**src/rtl/dds_param_ctrl_if.sv**
```systemverilog
// Byte-stream link between the UART and the DDS parameter controller:
// received command bytes in, one ACK/NAK byte per frame out.
interface dds_param_ctrl_if;
    logic [7:0] rx_data;
    logic       rx_valid;
    logic       ack_valid;
    logic [7:0] ack_byte;

    modport master (
        output rx_data,
        output rx_valid,
        input  ack_valid,
        input  ack_byte
    );

    modport slave (
        input  rx_data,
        input  rx_valid,
        output ack_valid,
        output ack_byte
    );
endinterface

```
**src/rtl/dds_param_ctrl.sv**
```systemverilog
// Frame parser for DDS configuration: validates each command frame and applies its
// fields to the dds top atomically, answering every frame with one ACK/NAK byte.
module dds_param_ctrl #(
    parameter int unsigned TIMEOUT_CYC = 50_000,
    parameter logic [5:0]  DEF_WAVE    = 6'd1,
    parameter logic [3:0]  DEF_MODE    = 4'd1,
    parameter logic [8:0]  DEF_F       = 9'd50,
    parameter logic [10:0] DEF_T       = 11'd100,
    parameter logic [6:0]  DEF_Z       = 7'd10
) (
    input  logic             sys_clk,
    input  logic             sys_rst_n,
    dds_param_ctrl_if.slave  bus,
    output logic [5:0]       wave_sel,
    output logic [3:0]       mode_sel,
    output logic [8:0]       F,
    output logic [10:0]      T,
    output logic [6:0]       Z,
    output logic             cfg_upd
);

    localparam int unsigned       GapW    = $clog2(TIMEOUT_CYC);
    localparam logic [GapW-1:0]   GapLast = GapW'(TIMEOUT_CYC - 1);

    localparam logic [1:0] StIdle = 2'd0;
    localparam logic [1:0] StCmd  = 2'd1;
    localparam logic [1:0] StData = 2'd2;
    localparam logic [1:0] StChk  = 2'd3;

    localparam logic [7:0] Sync    = 8'hA5;
    localparam logic [7:0] CmdF    = 8'h01;
    localparam logic [7:0] CmdT    = 8'h02;
    localparam logic [7:0] CmdZ    = 8'h03;
    localparam logic [7:0] CmdWave = 8'h04;
    localparam logic [7:0] CmdMode = 8'h05;
    localparam logic [7:0] CmdAll  = 8'h10;

    localparam logic [7:0] AckOk      = 8'h5A;
    localparam logic [7:0] AckBadChk  = 8'hE1;
    localparam logic [7:0] AckBadCmd  = 8'hE2;
    localparam logic [7:0] AckRange   = 8'hE3;
    localparam logic [7:0] AckTimeout = 8'hE4;

    logic [1:0]      state_q, state_d;
    logic [7:0]      cmd_q, cmd_d;
    logic            bad_cmd_q, bad_cmd_d;
    logic [2:0]      cnt_q, cnt_d;
    logic [7:0]      acc_q, acc_d;
    logic [GapW-1:0] gap_q, gap_d;
    logic [8:0]      sh_f_q, sh_f_d;
    logic [10:0]     sh_t_q, sh_t_d;
    logic [6:0]      sh_z_q, sh_z_d;
    logic [5:0]      sh_w_q, sh_w_d;
    logic [3:0]      sh_m_q, sh_m_d;
    logic            ack_valid_q, ack_valid_d;
    logic [7:0]      ack_byte_q, ack_byte_d;
    logic            cfg_upd_q;
    logic            apply;

    logic [5:0]      wave_q;
    logic [3:0]      mode_q;
    logic [8:0]      f_q;
    logic [10:0]     t_q;
    logic [6:0]      z_q;

    logic [2:0]      cmd_len;
    logic            is_all;
    logic            f_ok, t_ok, z_ok, range_ok;

    always_comb begin
        cmd_len = 3'd0;
        case (bus.rx_data)
            CmdF, CmdT:       cmd_len = 3'd2;
            CmdZ, CmdWave,
            CmdMode:          cmd_len = 3'd1;
            CmdAll:           cmd_len = 3'd7;
            default:          cmd_len = 3'd0;
        endcase
    end

    assign is_all = (cmd_q == CmdAll);
    assign f_ok   = (sh_f_q != 9'd0) && (sh_f_q <= 9'd500);
    assign t_ok   = (sh_t_q != 11'd0);
    assign z_ok   = (sh_z_q != 7'd0) && (sh_z_q <= 7'd100);

    always_comb begin
        range_ok = 1'b1;
        case (cmd_q)
            CmdF:    range_ok = f_ok;
            CmdT:    range_ok = t_ok;
            CmdZ:    range_ok = z_ok;
            CmdAll:  range_ok = f_ok && t_ok && z_ok;
            default: range_ok = 1'b1;
        endcase
    end

    always_comb begin
        state_d     = state_q;
        cmd_d       = cmd_q;
        bad_cmd_d   = bad_cmd_q;
        cnt_d       = cnt_q;
        acc_d       = acc_q;
        gap_d       = '0;
        sh_f_d      = sh_f_q;
        sh_t_d      = sh_t_q;
        sh_z_d      = sh_z_q;
        sh_w_d      = sh_w_q;
        sh_m_d      = sh_m_q;
        ack_valid_d = 1'b0;
        ack_byte_d  = ack_byte_q;
        apply       = 1'b0;

        if (state_q != StIdle && !bus.rx_valid) begin
            gap_d = gap_q + 1'b1;
        end

        case (state_q)
            StIdle: begin
                if (bus.rx_valid && bus.rx_data == Sync) begin
                    state_d = StCmd;
                end
            end
            StCmd: begin
                if (bus.rx_valid) begin
                    cmd_d     = bus.rx_data;
                    acc_d     = bus.rx_data;
                    cnt_d     = cmd_len;
                    bad_cmd_d = (cmd_len == 3'd0);
                    // Unknown commands carry no payload; the next byte is taken as CHK.
                    state_d   = (cmd_len == 3'd0) ? StChk : StData;
                end
            end
            StData: begin
                if (bus.rx_valid) begin
                    acc_d = acc_q + bus.rx_data;
                    cnt_d = cnt_q - 3'd1;
                    if (cnt_q == 3'd1) begin
                        state_d = StChk;
                    end
                    // Byte position is identified by the remaining count (payload is MSB first).
                    if ((cmd_q == CmdF && cnt_q == 3'd2) || (is_all && cnt_q == 3'd7)) begin
                        sh_f_d[8] = bus.rx_data[0];
                    end
                    if ((cmd_q == CmdF && cnt_q == 3'd1) || (is_all && cnt_q == 3'd6)) begin
                        sh_f_d[7:0] = bus.rx_data;
                    end
                    if ((cmd_q == CmdT && cnt_q == 3'd2) || (is_all && cnt_q == 3'd5)) begin
                        sh_t_d[10:8] = bus.rx_data[2:0];
                    end
                    if ((cmd_q == CmdT && cnt_q == 3'd1) || (is_all && cnt_q == 3'd4)) begin
                        sh_t_d[7:0] = bus.rx_data;
                    end
                    if ((cmd_q == CmdZ && cnt_q == 3'd1) || (is_all && cnt_q == 3'd3)) begin
                        sh_z_d = bus.rx_data[6:0];
                    end
                    if ((cmd_q == CmdWave && cnt_q == 3'd1) || (is_all && cnt_q == 3'd2)) begin
                        sh_w_d = bus.rx_data[5:0];
                    end
                    if ((cmd_q == CmdMode && cnt_q == 3'd1) || (is_all && cnt_q == 3'd1)) begin
                        sh_m_d = bus.rx_data[3:0];
                    end
                end
            end
            default: begin
                if (bus.rx_valid) begin
                    state_d     = StIdle;
                    ack_valid_d = 1'b1;
                    if (bad_cmd_q) begin
                        ack_byte_d = AckBadCmd;
                    end else if (acc_q != bus.rx_data) begin
                        ack_byte_d = AckBadChk;
                    end else if (!range_ok) begin
                        ack_byte_d = AckRange;
                    end else begin
                        ack_byte_d = AckOk;
                        apply      = 1'b1;
                    end
                end
            end
        endcase

        // A byte arriving in the last allowed cycle takes priority over the timeout.
        if (state_q != StIdle && !bus.rx_valid && gap_q == GapLast) begin
            state_d     = StIdle;
            gap_d       = '0;
            ack_valid_d = 1'b1;
            ack_byte_d  = AckTimeout;
        end
    end

    always_ff @(posedge sys_clk or negedge sys_rst_n) begin
        if (!sys_rst_n) begin
            state_q     <= StIdle;
            cmd_q       <= '0;
            bad_cmd_q   <= 1'b0;
            cnt_q       <= '0;
            acc_q       <= '0;
            gap_q       <= '0;
            sh_f_q      <= '0;
            sh_t_q      <= '0;
            sh_z_q      <= '0;
            sh_w_q      <= '0;
            sh_m_q      <= '0;
            ack_valid_q <= 1'b0;
            ack_byte_q  <= '0;
            cfg_upd_q   <= 1'b0;
            wave_q      <= DEF_WAVE;
            mode_q      <= DEF_MODE;
            f_q         <= DEF_F;
            t_q         <= DEF_T;
            z_q         <= DEF_Z;
        end else begin
            state_q     <= state_d;
            cmd_q       <= cmd_d;
            bad_cmd_q   <= bad_cmd_d;
            cnt_q       <= cnt_d;
            acc_q       <= acc_d;
            gap_q       <= gap_d;
            sh_f_q      <= sh_f_d;
            sh_t_q      <= sh_t_d;
            sh_z_q      <= sh_z_d;
            sh_w_q      <= sh_w_d;
            sh_m_q      <= sh_m_d;
            ack_valid_q <= ack_valid_d;
            ack_byte_q  <= ack_byte_d;
            cfg_upd_q   <= apply;
            if (apply) begin
                case (cmd_q)
                    CmdF:    f_q    <= sh_f_q;
                    CmdT:    t_q    <= sh_t_q;
                    CmdZ:    z_q    <= sh_z_q;
                    CmdWave: wave_q <= sh_w_q;
                    CmdMode: mode_q <= sh_m_q;
                    CmdAll: begin
                        f_q    <= sh_f_q;
                        t_q    <= sh_t_q;
                        z_q    <= sh_z_q;
                        wave_q <= sh_w_q;
                        mode_q <= sh_m_q;
                    end
                    default: ;
                endcase
            end
        end
    end

    assign wave_sel      = wave_q;
    assign mode_sel      = mode_q;
    assign F             = f_q;
    assign T             = t_q;
    assign Z             = z_q;
    assign cfg_upd       = cfg_upd_q;
    assign bus.ack_valid = ack_valid_q;
    assign bus.ack_byte  = ack_byte_q;

endmodule

```
**src/flat_wrapper.sv**
```systemverilog
// flat-port wrapper written by rule: the top's interface ports become plain ports
module dds_param_ctrl_flat 
#(
    parameter int unsigned TIMEOUT_CYC = 50_000,
    parameter logic [5:0]  DEF_WAVE    = 6'd1,
    parameter logic [3:0]  DEF_MODE    = 4'd1,
    parameter logic [8:0]  DEF_F       = 9'd50,
    parameter logic [10:0] DEF_T       = 11'd100,
    parameter logic [6:0]  DEF_Z       = 7'd10
)
  (sys_clk, sys_rst_n, wave_sel, mode_sel, F, T, Z, cfg_upd, bus_rx_data, bus_rx_valid, bus_ack_valid, bus_ack_byte);
  dds_param_ctrl_if bus_i ();
  input  logic sys_clk;
  input  logic sys_rst_n;
  output logic [5:0] wave_sel;
  output logic [3:0] mode_sel;
  output logic [8:0] F;
  output logic [10:0] T;
  output logic [6:0] Z;
  output logic cfg_upd;
  input wire logic [$bits(bus_i.rx_data)-1:0] bus_rx_data;
  input wire logic [$bits(bus_i.rx_valid)-1:0] bus_rx_valid;
  output wire logic [$bits(bus_i.ack_valid)-1:0] bus_ack_valid;
  output wire logic [$bits(bus_i.ack_byte)-1:0] bus_ack_byte;
  assign bus_i.rx_data = bus_rx_data;
  assign bus_i.rx_valid = bus_rx_valid;
  assign bus_ack_valid = bus_i.ack_valid;
  assign bus_ack_byte = bus_i.ack_byte;
  dds_param_ctrl #(.TIMEOUT_CYC(TIMEOUT_CYC), .DEF_WAVE(DEF_WAVE), .DEF_MODE(DEF_MODE), .DEF_F(DEF_F), .DEF_T(DEF_T), .DEF_Z(DEF_Z)) u_core (.sys_clk(sys_clk), .sys_rst_n(sys_rst_n), .bus(bus_i), .wave_sel(wave_sel), .mode_sel(mode_sel), .F(F), .T(T), .Z(Z), .cfg_upd(cfg_upd));
endmodule
```
**config.mk**
```make
export PLATFORM = sky130hd
export DESIGN_NAME = dds_param_ctrl_flat
export DESIGN_NICKNAME = d
export VERILOG_FILES = /design/src/rtl/dds_param_ctrl_if.sv /design/src/rtl/dds_param_ctrl.sv /design/src/flat_wrapper.sv
export SDC_FILE = /design/constraint.sdc
export NUM_CORES = 1
export LEC_CHECK = 0
export CORE_MARGIN = 4
export CORE_UTILIZATION = 35
export DETAILED_ROUTE_END_ITERATION = 10
export DONT_BUFFER_PORTS = 1
export GPL_ROUTABILITY_DRIVEN = 0
export HOLD_SLACK_MARGIN = 0.06
export SLEW_MARGIN = 20
export SYNTH_ARGS = -nofsm -noshare
export SYNTH_HDL_FRONTEND = slang
export SYNTH_SLANG_ARGS = --single-unit
```
**constraint.sdc**
```tcl
create_clock -name sys_clk -period 3.25 [get_ports sys_clk]
set_input_delay 0.65 -clock sys_clk [delete_from_list [all_inputs] [get_ports sys_clk]]
set_output_delay 0.65 -clock sys_clk [all_outputs]
set_load 0.01 [all_outputs]
```
=== Word-level counts from Yosys, hierarchy flattened ===
Index checks and enable logic that the tools add are counted.

* Register bits after elaboration: 122
* Bits of input ports: 11
* Output and inout bits: 47
* Word-level logic and storage cells: 151

* $add $sub $neg: 3
* Magnitude comparators: 2
* Equal/unequal tests: 31
* Muxes and demuxes: 32
* Reductions and logical operators: 62

{| class="wikitable"
|+ Operators by type and width
! operator !! count
|-
| 8-bit two-way mux || 8
|-
| 8-bit by 2-bit == test with 1-bit output (second input constant) || 4
|-
| 8-bit by 3-bit == test with 1-bit output (second input constant) || 4
|-
| 16-bit two-way mux || 2
|-
| 3-bit AND reduction || 8
|-
| 1-bit logical AND || 21
|-
| 16-bit by 1-bit adder with 16-bit output (second input constant) || 1
|-
| 16-bit == test (second input constant) || 1
|-
| 8-bit by 1-bit == test with 1-bit output (second input constant) || 2
|-
| 8-bit by 5-bit == test with 1-bit output (second input constant) || 2
|-
| 8-bit case mux with 2 select lines || 1
|-
| 2-bit AND reduction || 7
|-
| 3-bit == test (second input constant) || 4
|-
| 2-bit two-way mux || 6
|-
| 2-bit OR reduction || 6
|-
| 11-bit nonzero test || 1
|-
| 9-bit <= comparator (second input constant) || 1
|-
| 1-bit two-way mux || 9
|-
| 3-bit case mux with 3 select lines || 1
|-
| 9-bit nonzero test || 1
|-
| 8-bit adder || 1
|-
| 8-bit == test (second input constant) || 1
|-
| 8-bit != test || 1
|-
| 7-bit <= comparator (second input constant) || 1
|-
| other kinds (22) || 36
|}

=== Longest topological paths before layout ===
Gate-level depths: netlist of run 1.

* Depth in word-level cells: 11
* Gate-level depth with buffers: 9
* Gate-level depth less buffers: 9

=== Worst setup path after synthesis of run 1 ===
OpenSTA, ideal clock, no wires.

* Path type: register -> register
* Start: register u_core.cmd_q[3]
* End: register u_core.f_q[0] (netlist: u_core.F[0])
* Data arrival time: 2848 ps
* Data required time: 3125 ps
* Setup slack: 277 ps
* Cell stages (with the launch flop): 8
* Period minus slack after synthesis: 2973 ps
* Cell sequence: dfrtp_1 > or4_4 > buf_6 > nor4b_4 > nor4b_4 > o21ai_4 > a2111oi_4 > mux2_2

* Word-level cells in the longest chain between the ends: 8
* Elaborated cells on any way between the ends: 12
* Classes of those cells: eq/ne (4); mux (6); reduce/logical (2)

{| class="wikitable"
|+ Ends and longest elaborated chain
! what !! line !! text
|-
| start, declared || dds_param_ctrl.sv:45 || <nowiki>logic [7:0] cmd_q, cmd_d;</nowiki>
|-
| start signal, assigned || dds_param_ctrl.sv:214 || <nowiki>cmd_q <= cmd_d;</nowiki>
|-
| 8-bit by 5-bit == test with 1-bit output (tied with other cells) || dds_param_ctrl.sv:88, dds_param_ctrl.sv:228 ||
|-
| 1-bit case mux with 4 select lines || dds_param_ctrl.sv:88 || <nowiki>case (cmd_q)</nowiki>
|-
| 1-bit two-way mux || dds_param_ctrl.sv:172 || <nowiki>end else if (!range_ok) begin</nowiki>
|-
| 1-bit two-way mux || dds_param_ctrl.sv:170 || <nowiki>end else if (acc_q != bus.rx_data) begin</nowiki>
|-
| 1-bit two-way mux || dds_param_ctrl.sv:168 || <nowiki>if (bad_cmd_q) begin</nowiki>
|-
| 1-bit two-way mux || dds_param_ctrl.sv:165 || <nowiki>if (bus.rx_valid) begin</nowiki>
|-
| 1-bit two-way mux || dds_param_ctrl.sv:117 || <nowiki>case (state_q)</nowiki>
|-
| 2-bit AND reduction (no line) (*) || - ||
|-
| end signal, assigned || dds_param_ctrl.sv:229 || <nowiki>CmdF: f_q <= sh_f_q;</nowiki>
|-
| end signal, assigned || dds_param_ctrl.sv:235 || <nowiki>f_q <= sh_f_q;</nowiki>
|-
| end, declared || dds_param_ctrl.sv:62 || <nowiki>logic [8:0] f_q;</nowiki>
|}

Mark *: on every way between the ends. The rest lies on a longest branch, timed or not.
A chain may end at the register's enable or synchronous reset.

=== Worst setup path after layout of run 1 ===
* Start: register u_core.cmd_q[3]
* End: register u_core.f_q[8] (netlist: u_core.F[8])

Same word-level chain as after synthesis.

==> results of run 1 <==
[metrics by stage]
step / worst slack [ns] / power (W)
floorplan: 0.277 / 0.00282
detailed placement: 0.301 / 0.00304
CTS: 0.299 / 0.00495
global placement: 0.364 / 0.00300
finish: 0.303 / 0.00492
global route: 0.126 / 0.00521
[cells by family after synthesis]
logic type	synth area share
flip-flops	0.507
AO/OA/AOI/OAI	0.105
AND/OR/NAND/NOR	0.135
adder cells (fa/ha/maj)	0.0413
multiplexers	0.154
buffers and inverters	0.0297
XOR/XNOR	0.0280
[area by class of cell]
cell class	instances	area share
clock buffer	18	0.0645
clock inverter	14	0.0217
inverter	17	0.00938
multi-input combinational	347	0.404
sequential	120	0.443
tap	220	0.0405
timing repair buffer	12	0.0166
[state kept, by name (all words and copies together) (netlist names), 6 cells and up]
name,cells
u_core.Z,7
u_core.sh_z_q,7
u_core.sh_t_q,11
u_core.wave_sel,6
u_core.acc_q,8
u_core.F,9
u_core.sh_f_q,9
u_core.cmd_q,8
u_core.sh_w_q,6
u_core.bus.ack_byte,6
u_core.T,11
u_core.gap_q,16
[cells in the mapped netlist, drive strengths merged, types with 3 or more instances]
master / number / area [µm²]
ha: 18 / 225
buf: 6 / 41.3
dfrtp: 110 / 2750
a32oi: 4 / 35.0
nand2: 22 / 82.6
nand3: 13 / 65.1
xnor2: 10 / 87.6
a211oi: 4 / 30.0
mux2: 81 / 912
nor2: 49 / 184
a2111oi: 5 / 125
clkbuf: 19 / 71.3
nor4b: 5 / 73.8
a21oi: 17 / 85.1
xor2: 9 / 78.8
nor4: 8 / 62.6
nand2b: 8 / 50.1
and3: 11 / 68.8
o21ai: 20 / 111
nand4: 4 / 25.0
nor2b: 5 / 31.3
o22ai: 9 / 56.3
nor3: 10 / 50.1
inv: 17 / 63.8
dfstp: 10 / 263
a31oi: 3 / 18.8
or3: 4 / 25.0
[worst max-delay path by stage]
stage | startpoint | to | cells past startpoint
final | u_core.cmd_q[3] | u_core.F[8] | 5
after global routing | u_core.cmd_q[3] | u_core.F[8] | 6
after CTS | u_core.cmd_q[3] | u_core.F[8] | 5
after detailed placement | u_core.cmd_q[3] | u_core.F[6] | 6
after global placement | u_core.cmd_q[3] | u_core.F[6] | 6
after floorplan | u_core.cmd_q[3] | u_core.F[0] | 7
[power by group through the flow]
stage / logic, W / clock network [W] / registers [W]
after floorplan: 0.00100 / 0 / 0.00182
after global routing: 0.00131 / 0.00196 / 0.00195
after global placement: 0.00108 / 0 / 0.00192
after detailed placement: 0.00111 / 0 / 0.00194
final: 0.00115 / 0.00185 / 0.00191
after CTS: 0.00115 / 0.00189 / 0.00191
[per-layer routing]
metal / share of wire / GRT usage / vias to the layer above
li1: - / - / 1843
met1: 0.45 / 0.187 / 1984
met2: 0.47 / 0.231 / 99
met3: 0.062 / 0.0483 / 17
met4: 0.016 / 0.0541 / 0
met5: 0 / 0 / -
==> flow_metrics.env, run 1 <==
export IMPL_r2r_setup_slack_ns=0.30
export IMPL_drt_drc_violations_left=0
export IMPL_slowest_delay_ns=0.69
export IMPL_cts_htree_levels=4
export IMPL_crit_fanout=9
export IMPL_clk_latency_ns=0.42
export IMPL_rows=47
export IMPL_port_buffers=0
export IMPL_antenna_found_initial=0
export IMPL_min_path_type="in2async"
export IMPL_nets=545
export IMPL_routed_wl_um=13400
export IMPL_postCtsSetupRepairBufs=0
export IMPL_ant_nets=0
export IMPL_initial_core_util=0.358
export IMPL_overflow=0
export IMPL_hold_viol_final=0
export IMPL_first_global_vias=4128
export IMPL_synth_edff_count=0
export IMPL_fin_crit_ns=2.95
export IMPL_die_w_um=138
export IMPL_viasPerCell=5.27
export IMPL_placed_area_um2=6180
export IMPL_clock_sinks=120
export IMPL_drtPass1Iterations=4
export IMPL_final_cell_area_um2=6800
export IMPL_syn_num_nets=539
export IMPL_ys_warn_count=0
export IMPL_utilization=0.410
export IMPL_hpwlAfterDp_um=9040
export IMPL_crit_type="reg2reg"
export IMPL_ir_drop_mv=0.388
export IMPL_worst_setup_hold_path_clk_slew_ns=0.05
export IMPL_maxCapViolations=0
export IMPL_reg2reg_to="u_core.F[8]"
export IMPL_tightest_slew_ns=0.692
export IMPL_swShare=0.321
export IMPL_synthToLayoutAreaGrowth_pct=14.5
export IMPL_synth_area_um2=5940
export IMPL_ys_types=57
export IMPL_netSwitchingPower_w=0.00158
export IMPL_crit_slowest_cell="a2111oi_4"
export IMPL_fin_skew_ns=0.0104
export IMPL_drt_iter0_drc=178
export IMPL_wl_per_cell_um=17.9
export IMPL_slew_viol_final=0
export IMPL_syn_area_per_cell_um2=11.7
export IMPL_dp_cells=714
export IMPL_r2r_start="u_core.cmd_q[3]"
export IMPL_cts_buffers=17
export IMPL_cts_tree="done"
export IMPL_power_density_nw_per_um2=722
export IMPL_clockRootBuffer="clkbuf_16"
export IMPL_stdcell_count=748
export IMPL_async_reset_ff_frac=1.00
export IMPL_pwr_share_clk=0.376
export IMPL_reg2reg_depth=5
export IMPL_vias=3943
export IMPL_grt_pass1_wl_um=22500
export IMPL_pwr_share_comb=0.234
export IMPL_required_ns=3.54
export IMPL_die_area_um2=19100
export IMPL_final_common_cell="dfrtp_1"
export IMPL_seqPwrFrac=0.389
export IMPL_grt_max_degree=111
export IMPL_postSynthCellCount=509
export IMPL_fmax_mhz=339
export IMPL_setup_viol_count_final=0
export IMPL_outcome="finished, final reports clean"
export IMPL_worst_ep_arrival_time_ns=3.24
export IMPL_die_h_um=138
export IMPL_internal_power_w=0.00334
export IMPL_fin_tns_setup_ns=0
export IMPL_io_pins=58
export IMPL_path_buf_inv=0
export IMPL_fin_hold_ws_ns=0.176
export IMPL_cts_max_path_buffers=2
export IMPL_cp_end_kind="flip-flop"
export IMPL_ctsResizeCount=0
export IMPL_max_slew_margin=0.539
export IMPL_n_antenna_cell=0
export IMPL_multiInputGateArea_um2=2750
export IMPL_ys_flop_type="dfrtp_1"
export IMPL_finalCritPeriodShare=0.907
export IMPL_fp_coreArea_um2=16600
export IMPL_final_cell_mix="dfrtp_1, mux2_2, nor2_1"
export IMPL_power_leakage_nw=2.99
export IMPL_critPathLaunchType="flip-flop"
export IMPL_synth_seq_cells=120
export IMPL_ctsHoldBuffers=2
export IMPL_critPathTopFamily="simple AND/OR/NAND/NOR gates"
export IMPL_grt_use_total=0.146
export IMPL_drive_gt1_frac=0.277
export IMPL_seq_area_um2=3020
export IMPL_path_cells="or4_4 -> nor4_2 -> a221oi_4 -> a2111oi_4 -> mux2_2"
export IMPL_rsz0062_at_grt="false"
export IMPL_fillers=1567
export IMPL_yosysSeqAreaShare=0.507
Note: power is estimated with default switching activity, not from simulation.
==> run 2: changes to the inputs <==
- GPL_TIMING_DRIVEN: not set -> 0
- MAX_ROUTING_LAYER: not set -> met4
==> run 2 against run 1 <==
Via count rose by 1.7%. Non-clock buffer count rose by 19. Largest cell class unchanged. Largest power group is now the clock network. Maximum frequency fell by 4.0%.
==> flow_metrics.env, run 2 (synthesis results as in run 1) <==
export IMPL_ir_drop_mv=0.344
export IMPL_vias=4009
export IMPL_initial_core_util=0.358
export IMPL_routed_wl_um=13900
export IMPL_reg2reg_to="u_core.T[9]"
export IMPL_overflow=0
export IMPL_setup_ws_ns=0.180
export IMPL_top_register="u_core.gap_q"
export IMPL_worst_setup_hold_path_clk_slew_ns=0.05
export IMPL_grt_max_degree=111
export IMPL_drive_gt1_frac=0.258
export IMPL_slew_viol_final=0
export IMPL_critPathLaunchType="flip-flop"
export IMPL_r2r_start="u_core.cmd_q[3]"
export IMPL_final_cell_area_um2=6880
export IMPL_crit_type="reg2reg"
export IMPL_first_global_vias=4273
export IMPL_nets=564
export IMPL_seqPwrFrac=0.367
export IMPL_drtPass1Iterations=5
export IMPL_die_h_um=138
export IMPL_drt_iter0_drc=253
export IMPL_worst_ep_arrival_time_ns=3.36
export IMPL_r2r_setup_slack_ns=0.18
export IMPL_die_area_um2=19100
export IMPL_hpwlAfterDp_um=9430
export IMPL_grt_pass1_wl_um=23300
export IMPL_final_cell_mix="dfrtp_1, mux2_2, nor2_1"
export IMPL_pwr_share_clk=0.375
export IMPL_reg2reg_depth=8
export IMPL_fp_coreArea_um2=16600
export IMPL_placed_area_um2=6220
export IMPL_port_buffers=0
export IMPL_io_pins=58
export IMPL_fin_skew_ns=0.0117
export IMPL_fin_hold_ws_ns=0.0820
export IMPL_clock_sinks=120
export IMPL_clk_latency_ns=0.41
export IMPL_cts_tree="done"
export IMPL_swShare=0.310
export IMPL_largest_register_ffs=16
export IMPL_outcome="finished, final reports clean"
export IMPL_setup_viol_count_final=0
export IMPL_viasPerCell=5.23
export IMPL_maxCapViolations=0
export IMPL_die_w_um=138
export IMPL_utilization=0.415
export IMPL_power_density_nw_per_um2=728
export IMPL_antenna_found_initial=0
export IMPL_cts_max_path_buffers=2
export IMPL_max_slew_margin=0.366
export IMPL_crit_fanout=10
export IMPL_cp_end_kind="flip-flop"
export IMPL_rows=47
export IMPL_power_leakage_nw=3.02
export IMPL_rsz0062_at_grt="false"
export IMPL_hold_viol_final=0
export IMPL_fin_crit_ns=3.07
export IMPL_tightest_slew_ns=0.944
export IMPL_finalCritPeriodShare=0.945
export IMPL_pre_cts_ws_ns=-0.194
export IMPL_grt_use_total=0.155
export IMPL_required_ns=3.54
export IMPL_wl_per_cell_um=18.1
export IMPL_internal_power_w=0.00345
export IMPL_netSwitchingPower_w=0.00155
export IMPL_drt_drc_violations_left=0
export IMPL_final_common_cell="dfrtp_1"
export IMPL_clockRootBuffer="clkbuf_16"
export IMPL_min_path_type="in2async"
export IMPL_pwr_share_comb=0.258
export IMPL_synthToLayoutAreaGrowth_pct=15.8
export IMPL_cts_buffers=17
export IMPL_fmax_mhz=326
export IMPL_n_antenna_cell=0
export IMPL_cts_htree_levels=4
export IMPL_ant_nets=0
[run 2: cell count changes in the layout (fill, tap and decap cells not counted), sizes merged]
cell,delta
clkbuf,+25
clkinvlp,-4
inv,-2
buf,+1
bufinv,+1
clkinv,-1
dlygate4sd3,-1
[run 2: stage by stage]
| stage | total power [W] | TNS [ns] | cells |
|---|---|---|---|
| floorplan | 0.00282 | 0 | 509 |
| finish | 0.00501 | 0 | 767 |
| global placement | 0.00304 | -4.41 | 729 |
| detailed placement | 0.00310 | -3.51 | 729 |
| CTS | 0.00503 | 0 | 764 |
| global route | 0.00528 | 0 | 767 |
[run 2: layout make-up]
cell class / count / area, µm²
Fill cell: 1580 / 9700
Sequential cell: 120 / 3020
Multi-Input combinational cell: 347 / 2760
Clock buffer: 24 / 472
Tap cell: 220 / 275
Clock inverter: 8 / 121
Buffer: 25 / 113
Timing Repair Buffer: 6 / 65.1
Inverter: 17 / 63.8
[run 2: worst max-delay path by stage]
stage,from,endpoint,slack (ns),cells after the start
after floorplan,u_core.cmd_q[3],u_core.F[0],0.28,7
after global placement,bus_rx_data[3],u_core.F[3],-0.21,5
after detailed placement,bus_rx_data[3],u_core.F[2],-0.19,5
after CTS,u_core.acc_q[3],u_core.T[9],0.10,6
after global routing,u_core.cmd_q[3],u_core.T[9],0.00007,8
final,u_core.cmd_q[3],u_core.T[9],0.18,8
[run 2: repair_timing]
action,CTS,global route
gates cloned,0,0
endpoints found under the setup margin,32,22
endpoints found under the hold margin,110,0
setup buffers,2,3
gates resized for setup,1,0
pin swaps,2,1
hold buffers,1,0
[run 2: power groups by stage]
stage | clock network (W) | logic, W | registers [W]
floorplan | 0 | 0.00100 | 0.00182
global placement | 0 | 0.00119 | 0.00185
detailed placement | 0 | 0.00123 | 0.00186
CTS | 0.00191 | 0.00128 | 0.00184
global route | 0.00198 | 0.00144 | 0.00186
finish | 0.00188 | 0.00129 | 0.00184
[run 2: per-layer routing]
| layer | share of wire | track usage |
|---|---|---|
| met1 | 0.44 | 0.187 |
| met3 | 0.059 | 0.0432 |
| met4 | 0.015 | 0.0484 |
| met5 | 0 | - |
| met2 | 0.49 | 0.254 |
[run 2: worst max-delay path: stages, from the launching register on]
cell and delay [ns]:
dfrtp_1 0.37, or4_4 0.53, buf_6 0.15, nor4b_4 0.31, nor4b_4 0.30, o21ai_4 0.19, a2111oi_2 0.47, buf_4 0.28
mux2_2 0.35
